`src/rtl/sr_pkg.sv`:
```
// Shared definitions for the AstroPix 2 configuration shift-register blocks.
package sr_pkg;

    localparam int SR_WORD_WIDTH = 64;

    typedef enum logic [3:0] {
        IDLE      = 4'd0,
        FETCH     = 4'd1,
        WAIT_DATA = 4'd2,
        SETUP     = 4'd3,
        CK1       = 4'd4,
        GAP1      = 4'd5,
        CK2       = 4'd6,
        GAP2      = 4'd7,
        LOAD      = 4'd8,
        DONE      = 4'd9
    } sr_wr_state_t;

    // States whose duration is governed by the phase timer
    function automatic logic is_timed_state(input sr_wr_state_t s);
        logic r;
        case (s)
            SETUP, CK1, GAP1, CK2, GAP2, LOAD: r = 1'b1;
            default:                           r = 1'b0;
        endcase
        return r;
    endfunction

endpackage

```
`src/rtl/sr_phase_timer.sv`:
```
// Loadable down-counter that measures one SR phase of load_val+1 clocks.
module sr_phase_timer #(
    parameter int DIV_WIDTH = 8
) (
    input  logic                 clock,
    input  logic                 reset,
    input  logic                 load,
    input  logic [DIV_WIDTH-1:0] load_val,
    output logic                 tc
);

    logic [DIV_WIDTH-1:0] cnt_r;

    // Reload at phase entry, otherwise count down and park at zero
    always_ff @(posedge clock or posedge reset) begin
        if (reset) begin
            cnt_r <= {DIV_WIDTH{1'b0}};
        end else if (load) begin
            cnt_r <= load_val;
        end else if (cnt_r != {DIV_WIDTH{1'b0}}) begin
            cnt_r <= cnt_r - {{(DIV_WIDTH-1){1'b0}}, 1'b1};
        end else begin
            cnt_r <= cnt_r;
        end
    end

    // Last cycle of the current phase
    assign tc = (cnt_r == {DIV_WIDTH{1'b0}});

endmodule

```
`src/rtl/sr_config_writer.sv`:
```
// Transmit side of the AstroPix 2 config shift register: pulls 64-bit words
// from a FIFO and shifts them MSB-first with two-phase non-overlapping clocks.
module sr_config_writer
    import sr_pkg::*;
#(
    parameter int WORD_WIDTH = SR_WORD_WIDTH,
    parameter int CNT_WIDTH  = 16,
    parameter int DIV_WIDTH  = 8
) (
    input  logic                  clock,
    input  logic                  reset,
    input  logic                  start,
    input  logic                  abort,
    input  logic [CNT_WIDTH-1:0]  n_bits,
    input  logic [DIV_WIDTH-1:0]  clk_div,
    input  logic [WORD_WIDTH-1:0] cfg_fifo_data,
    input  logic                  cfg_fifo_empty,
    output logic                  cfg_fifo_rd_en,
    output logic                  cfg_fifo_clock,
    output logic                  sr_ck1,
    output logic                  sr_ck2,
    output logic                  sr_sin,
    output logic                  sr_ld,
    output logic                  busy,
    output logic                  done
);

    localparam int WORD_IDX_W = $clog2(WORD_WIDTH);

    sr_wr_state_t          state_r;
    logic [CNT_WIDTH-1:0]  n_bits_r;
    logic [CNT_WIDTH-1:0]  bit_cnt_r;
    logic [CNT_WIDTH-1:0]  bit_cnt_nxt_s;
    logic [DIV_WIDTH-1:0]  div_r;
    logic [DIV_WIDTH-1:0]  timer_val_s;
    logic [WORD_WIDTH-1:0] sreg_r;
    logic                  timer_load_s;
    logic                  phase_tc_s;
    logic                  word_end_s;

    assign cfg_fifo_clock = clock;
    assign bit_cnt_nxt_s  = bit_cnt_r + {{(CNT_WIDTH-1){1'b0}}, 1'b1};
    assign word_end_s     = (bit_cnt_nxt_s[WORD_IDX_W-1:0] == {WORD_IDX_W{1'b0}});

    // Timer reloads on every cycle outside timed phases and at each phase end;
    // the start cycle uses the live clk_div because div_r is not latched yet
    always_comb begin
        timer_load_s = 1'b1;
        timer_val_s  = div_r;
        if (is_timed_state(state_r)) begin
            timer_load_s = phase_tc_s;
        end else begin
            timer_load_s = 1'b1;
        end
        if (state_r == IDLE) begin
            timer_val_s = clk_div;
        end else begin
            timer_val_s = div_r;
        end
    end

    sr_phase_timer #(.DIV_WIDTH(DIV_WIDTH)) u_timer (
        .clock    (clock),
        .reset    (reset),
        .load     (timer_load_s),
        .load_val (timer_val_s),
        .tc       (phase_tc_s)
    );

    // Transfer FSM; every SR pin is set on the edge that enters its phase
    always_ff @(posedge clock or posedge reset) begin
        if (reset) begin
            state_r        <= IDLE;
            n_bits_r       <= {CNT_WIDTH{1'b0}};
            bit_cnt_r      <= {CNT_WIDTH{1'b0}};
            div_r          <= {DIV_WIDTH{1'b0}};
            sreg_r         <= {WORD_WIDTH{1'b0}};
            cfg_fifo_rd_en <= 1'b0;
            sr_ck1         <= 1'b0;
            sr_ck2         <= 1'b0;
            sr_sin         <= 1'b0;
            sr_ld          <= 1'b0;
            busy           <= 1'b0;
            done           <= 1'b0;
        end else if (abort && (state_r != IDLE) && (state_r != DONE)) begin
            // Abort drops any pending FIFO read and skips the load strobe
            state_r        <= DONE;
            cfg_fifo_rd_en <= 1'b0;
            sr_ck1         <= 1'b0;
            sr_ck2         <= 1'b0;
            sr_sin         <= 1'b0;
            sr_ld          <= 1'b0;
            busy           <= 1'b0;
            done           <= 1'b1;
        end else begin
            case (state_r)
                IDLE: begin
                    done <= 1'b0;
                    if (start && !abort) begin
                        n_bits_r  <= n_bits;
                        div_r     <= clk_div;
                        bit_cnt_r <= {CNT_WIDTH{1'b0}};
                        busy      <= 1'b1;
                        if (n_bits == {CNT_WIDTH{1'b0}}) begin
                            sr_ld   <= 1'b1;
                            state_r <= LOAD;
                        end else begin
                            state_r <= FETCH;
                        end
                    end else begin
                        state_r <= IDLE;
                    end
                end
                FETCH: begin
                    if (!cfg_fifo_empty) begin
                        cfg_fifo_rd_en <= 1'b1;
                        state_r        <= WAIT_DATA;
                    end else begin
                        state_r <= FETCH;
                    end
                end
                WAIT_DATA: begin
                    // First cycle carries the strobe, second cycle has the data
                    if (cfg_fifo_rd_en) begin
                        cfg_fifo_rd_en <= 1'b0;
                    end else begin
                        sreg_r  <= cfg_fifo_data;
                        sr_sin  <= cfg_fifo_data[WORD_WIDTH-1];
                        state_r <= SETUP;
                    end
                end
                SETUP: begin
                    if (phase_tc_s) begin
                        sr_ck1  <= 1'b1;
                        state_r <= CK1;
                    end
                end
                CK1: begin
                    if (phase_tc_s) begin
                        sr_ck1  <= 1'b0;
                        state_r <= GAP1;
                    end
                end
                GAP1: begin
                    if (phase_tc_s) begin
                        sr_ck2  <= 1'b1;
                        state_r <= CK2;
                    end
                end
                CK2: begin
                    if (phase_tc_s) begin
                        sr_ck2  <= 1'b0;
                        state_r <= GAP2;
                    end
                end
                GAP2: begin
                    if (phase_tc_s) begin
                        bit_cnt_r <= bit_cnt_nxt_s;
                        sreg_r    <= {sreg_r[WORD_WIDTH-2:0], 1'b0};
                        if (bit_cnt_nxt_s == n_bits_r) begin
                            sr_ld   <= 1'b1;
                            state_r <= LOAD;
                        end else if (word_end_s) begin
                            state_r <= FETCH;
                        end else begin
                            sr_sin  <= sreg_r[WORD_WIDTH-2];
                            state_r <= SETUP;
                        end
                    end
                end
                LOAD: begin
                    if (phase_tc_s) begin
                        sr_ld   <= 1'b0;
                        sr_sin  <= 1'b0;
                        busy    <= 1'b0;
                        done    <= 1'b1;
                        state_r <= DONE;
                    end
                end
                DONE: begin
                    done    <= 1'b0;
                    state_r <= IDLE;
                end
                default: begin
                    cfg_fifo_rd_en <= 1'b0;
                    sr_ck1         <= 1'b0;
                    sr_ck2         <= 1'b0;
                    sr_sin         <= 1'b0;
                    sr_ld          <= 1'b0;
                    busy           <= 1'b0;
                    done           <= 1'b0;
                    state_r        <= IDLE;
                end
            endcase
        end
    end

endmodule

```
`config.mk`:
```
export PLATFORM = sky130hd
export DESIGN_NAME = sr_config_writer
export DESIGN_NICKNAME = d
export VERILOG_FILES = /design/src/rtl/sr_pkg.sv /design/src/rtl/sr_phase_timer.sv /design/src/rtl/sr_config_writer.sv
export SDC_FILE = /design/constraint.sdc
export NUM_CORES = 1
export LEC_CHECK = 0
export BUFFER_PORTS_ARGS = -buffer_cell sky130_fd_sc_hd__buf_2
export CORE_MARGIN = 8
export CORE_UTILIZATION = 52
export CTS_CLUSTER_DIAMETER = 120
export DETAILED_ROUTE_END_ITERATION = 7
export PLACE_DENSITY = 0.77
export SETUP_SLACK_MARGIN = 0.05
export SLEW_MARGIN = 20
export SYNTH_ARGS = -nofsm -noshare
export SYNTH_HDL_FRONTEND = slang
export SYNTH_SLANG_ARGS = --single-unit
```
`constraint.sdc`:
```
create_clock -name clock -period 3.34 [get_ports clock]
set_clock_uncertainty 0.15 [all_clocks]
set_input_delay 0.167 -clock clock [delete_from_list [all_inputs] [get_ports clock]]
set_output_delay 0.167 -clock clock [all_outputs]
set_load 0.01 [all_outputs]
```
==> PnR_summary.wiki <==
{| class="wikitable"
! Metric !! Value
|-
| Share of synthesized area occupied by flip-flops and latches || 46.47%
|-
| Measured slew at the worst slew-check pin || 915.2 ps
|-
| Number of instances in the synthesized netlist || 683
|-
| Final HPWL from detailed placement || 11200 um
|-
| Final #Nets || 957
|-
| Post-route cell area || 8915 sq um
|-
| Placement Rows || 41
|-
| Fraction of layout cells with a size suffix above 1 || 18.88%
|-
| Largest delay contributor family on the critical path || simple AND/OR/NAND/NOR gates
|-
| Max Fclk || 324.1 MHz
|-
| Fraction of the cycle the final worst path needs || 92.37%
|-
| Synth Warn # || 0
|-
| Depth of the worst register-to-register path || 7
|-
| Vias in the first global route || 6104
|-
| Post-cts sizing count || 0
|-
| CP bufs+invs || 0
|-
| Number of antenna violations at the first check in global routing || 1
|-
| Synth Net Count || 779
|-
| Flops & latches, synth || 122
|-
| Maximum number of pins on one net before global-route repair || 127
|-
| Fin util || 71.51%
|-
| Most repeated cell in the gate-level netlist after synthesis || dfrtp_1
|-
| Number of buffers inserted by post-CTS setup repair || 0
|-
| Starting Density || 52.71%
|-
| Die ar. || 16490 sq um
|-
| Global-route wire length before repair || 31340 um
|-
| Endpoint class of the critical path || flop
|-
| DRC violations left || 0
|-
| Max_cap viols || 0
|-
| Share of Yosys cell area claimed by the top area cell type || 46.47%
|-
| Count of buffers inserted at the top-level ports || 100
|-
| Mean instance size in the synthesized netlist || 9.619 sq um
|-
| Startpoint class of the critical path || flop
|-
| Cell repeated most along the worst path || or4_1
|-
| Source of the worst register-to-register timing path || bit_cnt_r[0]
|-
| Number of top-level pins || 101
|-
| Top cells by count, synth || dfrtp_1, nand2_1, mux2i_1
|-
| Setup TNS || 0 ps
|-
| Unrepaired setup endpoints after global routing || no
|-
| Number of standard cells in the layout, taps in and fillers out || 1047
|-
| DRT Pass-1 Iters || 8
|-
| Distinct cell type count after synthesis || 60
|-
| Post-route antenna net violation count || 0
|-
| Worst Path Class, Setup || reg -> reg
|-
| Area growth, synth to finish || 35.69%
|-
| Data required time of the worst path || 3650 ps
|-
| Cells after DPL || 918
|-
| Detailed Route WL || 19130 um
|-
| Ys async rst share || 100.0%
|-
| Slack of the worst reg-to-reg path || 250 ps
|-
| Post-cts hold buffer count || 92
|-
| Die boundary width || 128.4 um
|-
| Endpoint arrival time on the critical path || 3390 ps
|-
| Placer's final routability congestion estimate || 0.9484
|-
| Cell taking the most area after synthesis || dfrtp_1
|-
| Count of final setup violators || 0
|-
| Tightest slew margin relative to the limit || 38.86%
|-
| Pwr dens || 767.7 nW/um^2
|-
| Number of enable flip-flop cells after synthesis || 0
|-
| Total Routing Usage GR || 24.58%
|-
| Slew Viols, Final || 0
|-
| End of the worst register-to-register path || sr_ld
|-
| Type of the most critical hold path || in -> async
|-
| Instance area at placement || 7202 sq um
|-
| Max VDD drop || 0.5094 mV
|-
| Worst-Skew Late Latency || 550 ps
|-
| Run status || complete, no violations
|-
| Clock tree from TritonCTS || yes
|-
| Number of hold violations in the final report || 0
|-
| WL/cell || 18.27 um
|-
| LEAKAGE || 4.034 nW
|-
| Clk slew on worst S/H paths || 60 ps
|-
| Pwr Total || 6.844 mW
|-
| Total standard cell area after synthesis || 6570 sq um
|-
| Cells along the critical path || ha_1 -> nand3_1 -> o21ai_0 -> a21oi_1 -> or4_1 -> or4_1 -> a221oi_2
|-
| Core region area || 12470 sq um
|-
| Post-layout minimum cycle time || 3085 ps
|-
| DR iter-0 viols || 392
|-
| Main area contributors after synthesis || dfrtp_1, mux2i_1, o21ai_1, nand2_1, mux2_1
|-
| Slowest-stage cell, CP || or4_1
|-
| Startpoint of the worst setup timing path || bit_cnt_r[0]
|-
| Synth Flop Type || dfrtp_1
|-
| Total global routing overflow || 0
|-
| Total number of vias || 5949
|-
| Largest incremental delay on the critical path || 640 ps
|-
| Number of inserted filler cells in the final layout || 879
|-
| Worst-path maximum fanout || 9
|-
| Number of vias per cell || 5.682
|-
| Die H || 128.4 um
|}
==> worst max-delay path by stage <==
stage                       end  slack [ps]  cells after the start
after floorplan           sr_ld         590                      8
after global placement    sr_ld         400                      7
after detailed placement  sr_ld         290                      7
after CTS                 sr_ld         270                      7
after global routing      sr_ld          90                      7
final                     sr_ld         250                      7
==> cells in the final DEF (no fill, tap or decap), drive strengths merged, types with 12 or more instances in the layout <==
cell type	instances
clkbuf	21
nand2	90
buf	112
o21ai	107
dfrtp	122
mux2	27
mux2i	73
nand3	13
a21oi	26
nor2	35
nor3	12
dlygate4sd3	92
xor2	12
==> power breakdown <==
group,leakage (nW),internal (mW),switching (mW)
sequential,1.57,2.11,0.500
combinational,2.09,0.880,1.04
clock,0.372,1.58,0.733
==> worst reg2reg max path, cell delays in order (launching register included) <==
cell and delay, ps:
dfrtp_1 500, ha_1 310, nand3_1 280, o21ai_0 250
a21oi_1 80, or4_1 520, or4_1 640, a221oi_2 280
==> cells by family (layout without fill, tap and decap cells) <==
group | Yosys count | count (layout) | synth area share (%)
DFF | 122 | 122 | 46.47
adders and majority gates | 3 | 3 | 0.5714
AOI/OAI and AO/OA | 181 | 181 | 16.11
and+or+nand+nor | 196 | 196 | 14.38
buffers and inverters | 58 | 249 | 3.656
xor gates and xnor gates | 23 | 23 | 3.066
muxes | 100 | 100 | 15.75
other | 0 | 1 | 0
==> per-layer routing <==
| metal | GRT usage [%] | vias up | routed length (um) |
|---|---|---|---|
| met3 | 7.158 | 38 | 1309 |
| met5 | 0 | - | 0 |
| li1 | - | 2820 | - |
| met2 | 40.45 | 218 | 9516 |
| met4 | 13.01 | 0 | 534 |
| met1 | 28.58 | 2873 | 7767 |
==> per-stage QoR <==
step / setup WS, ps / hold WS, ps
3_3_place_gp: 401.9 / 117.6
6_report: 255.0 / 220.7
2_1_floorplan: 587.2 / 108.8
3_5_place_dp: 288.6 / 117.6
5_1_grt: 91.21 / 264.7
4_1_cts: 269.5 / 227.5
==> state kept, by name (all words and copies together) (netlist names) <==
register / flops
cfg_fifo_rd_en: 1
sr_sin: 1
bit_cnt_r: 16
div_r: 8
sr_ld: 1
sreg_r: 63
done: 1
busy: 1
sr_ck1: 1
sr_ck2: 1
state_r: 4
u_timer.cnt_r: 8
n_bits_r: 16
==> final cells by class <==
class	count	area (sq um)	area share [%]
inverter	10	41.29	0.4632
timing repair buffer	203	1539	17.26
clock inverter	14	241.5	2.709
antenna	1	2.502	0.02807
multi-input combinational	503	3303	37.05
tap	172	215.2	2.414
sequential	122	3053	34.25
clock buffer	22	519.2	5.825
Power figures use the tool's default switching activity.
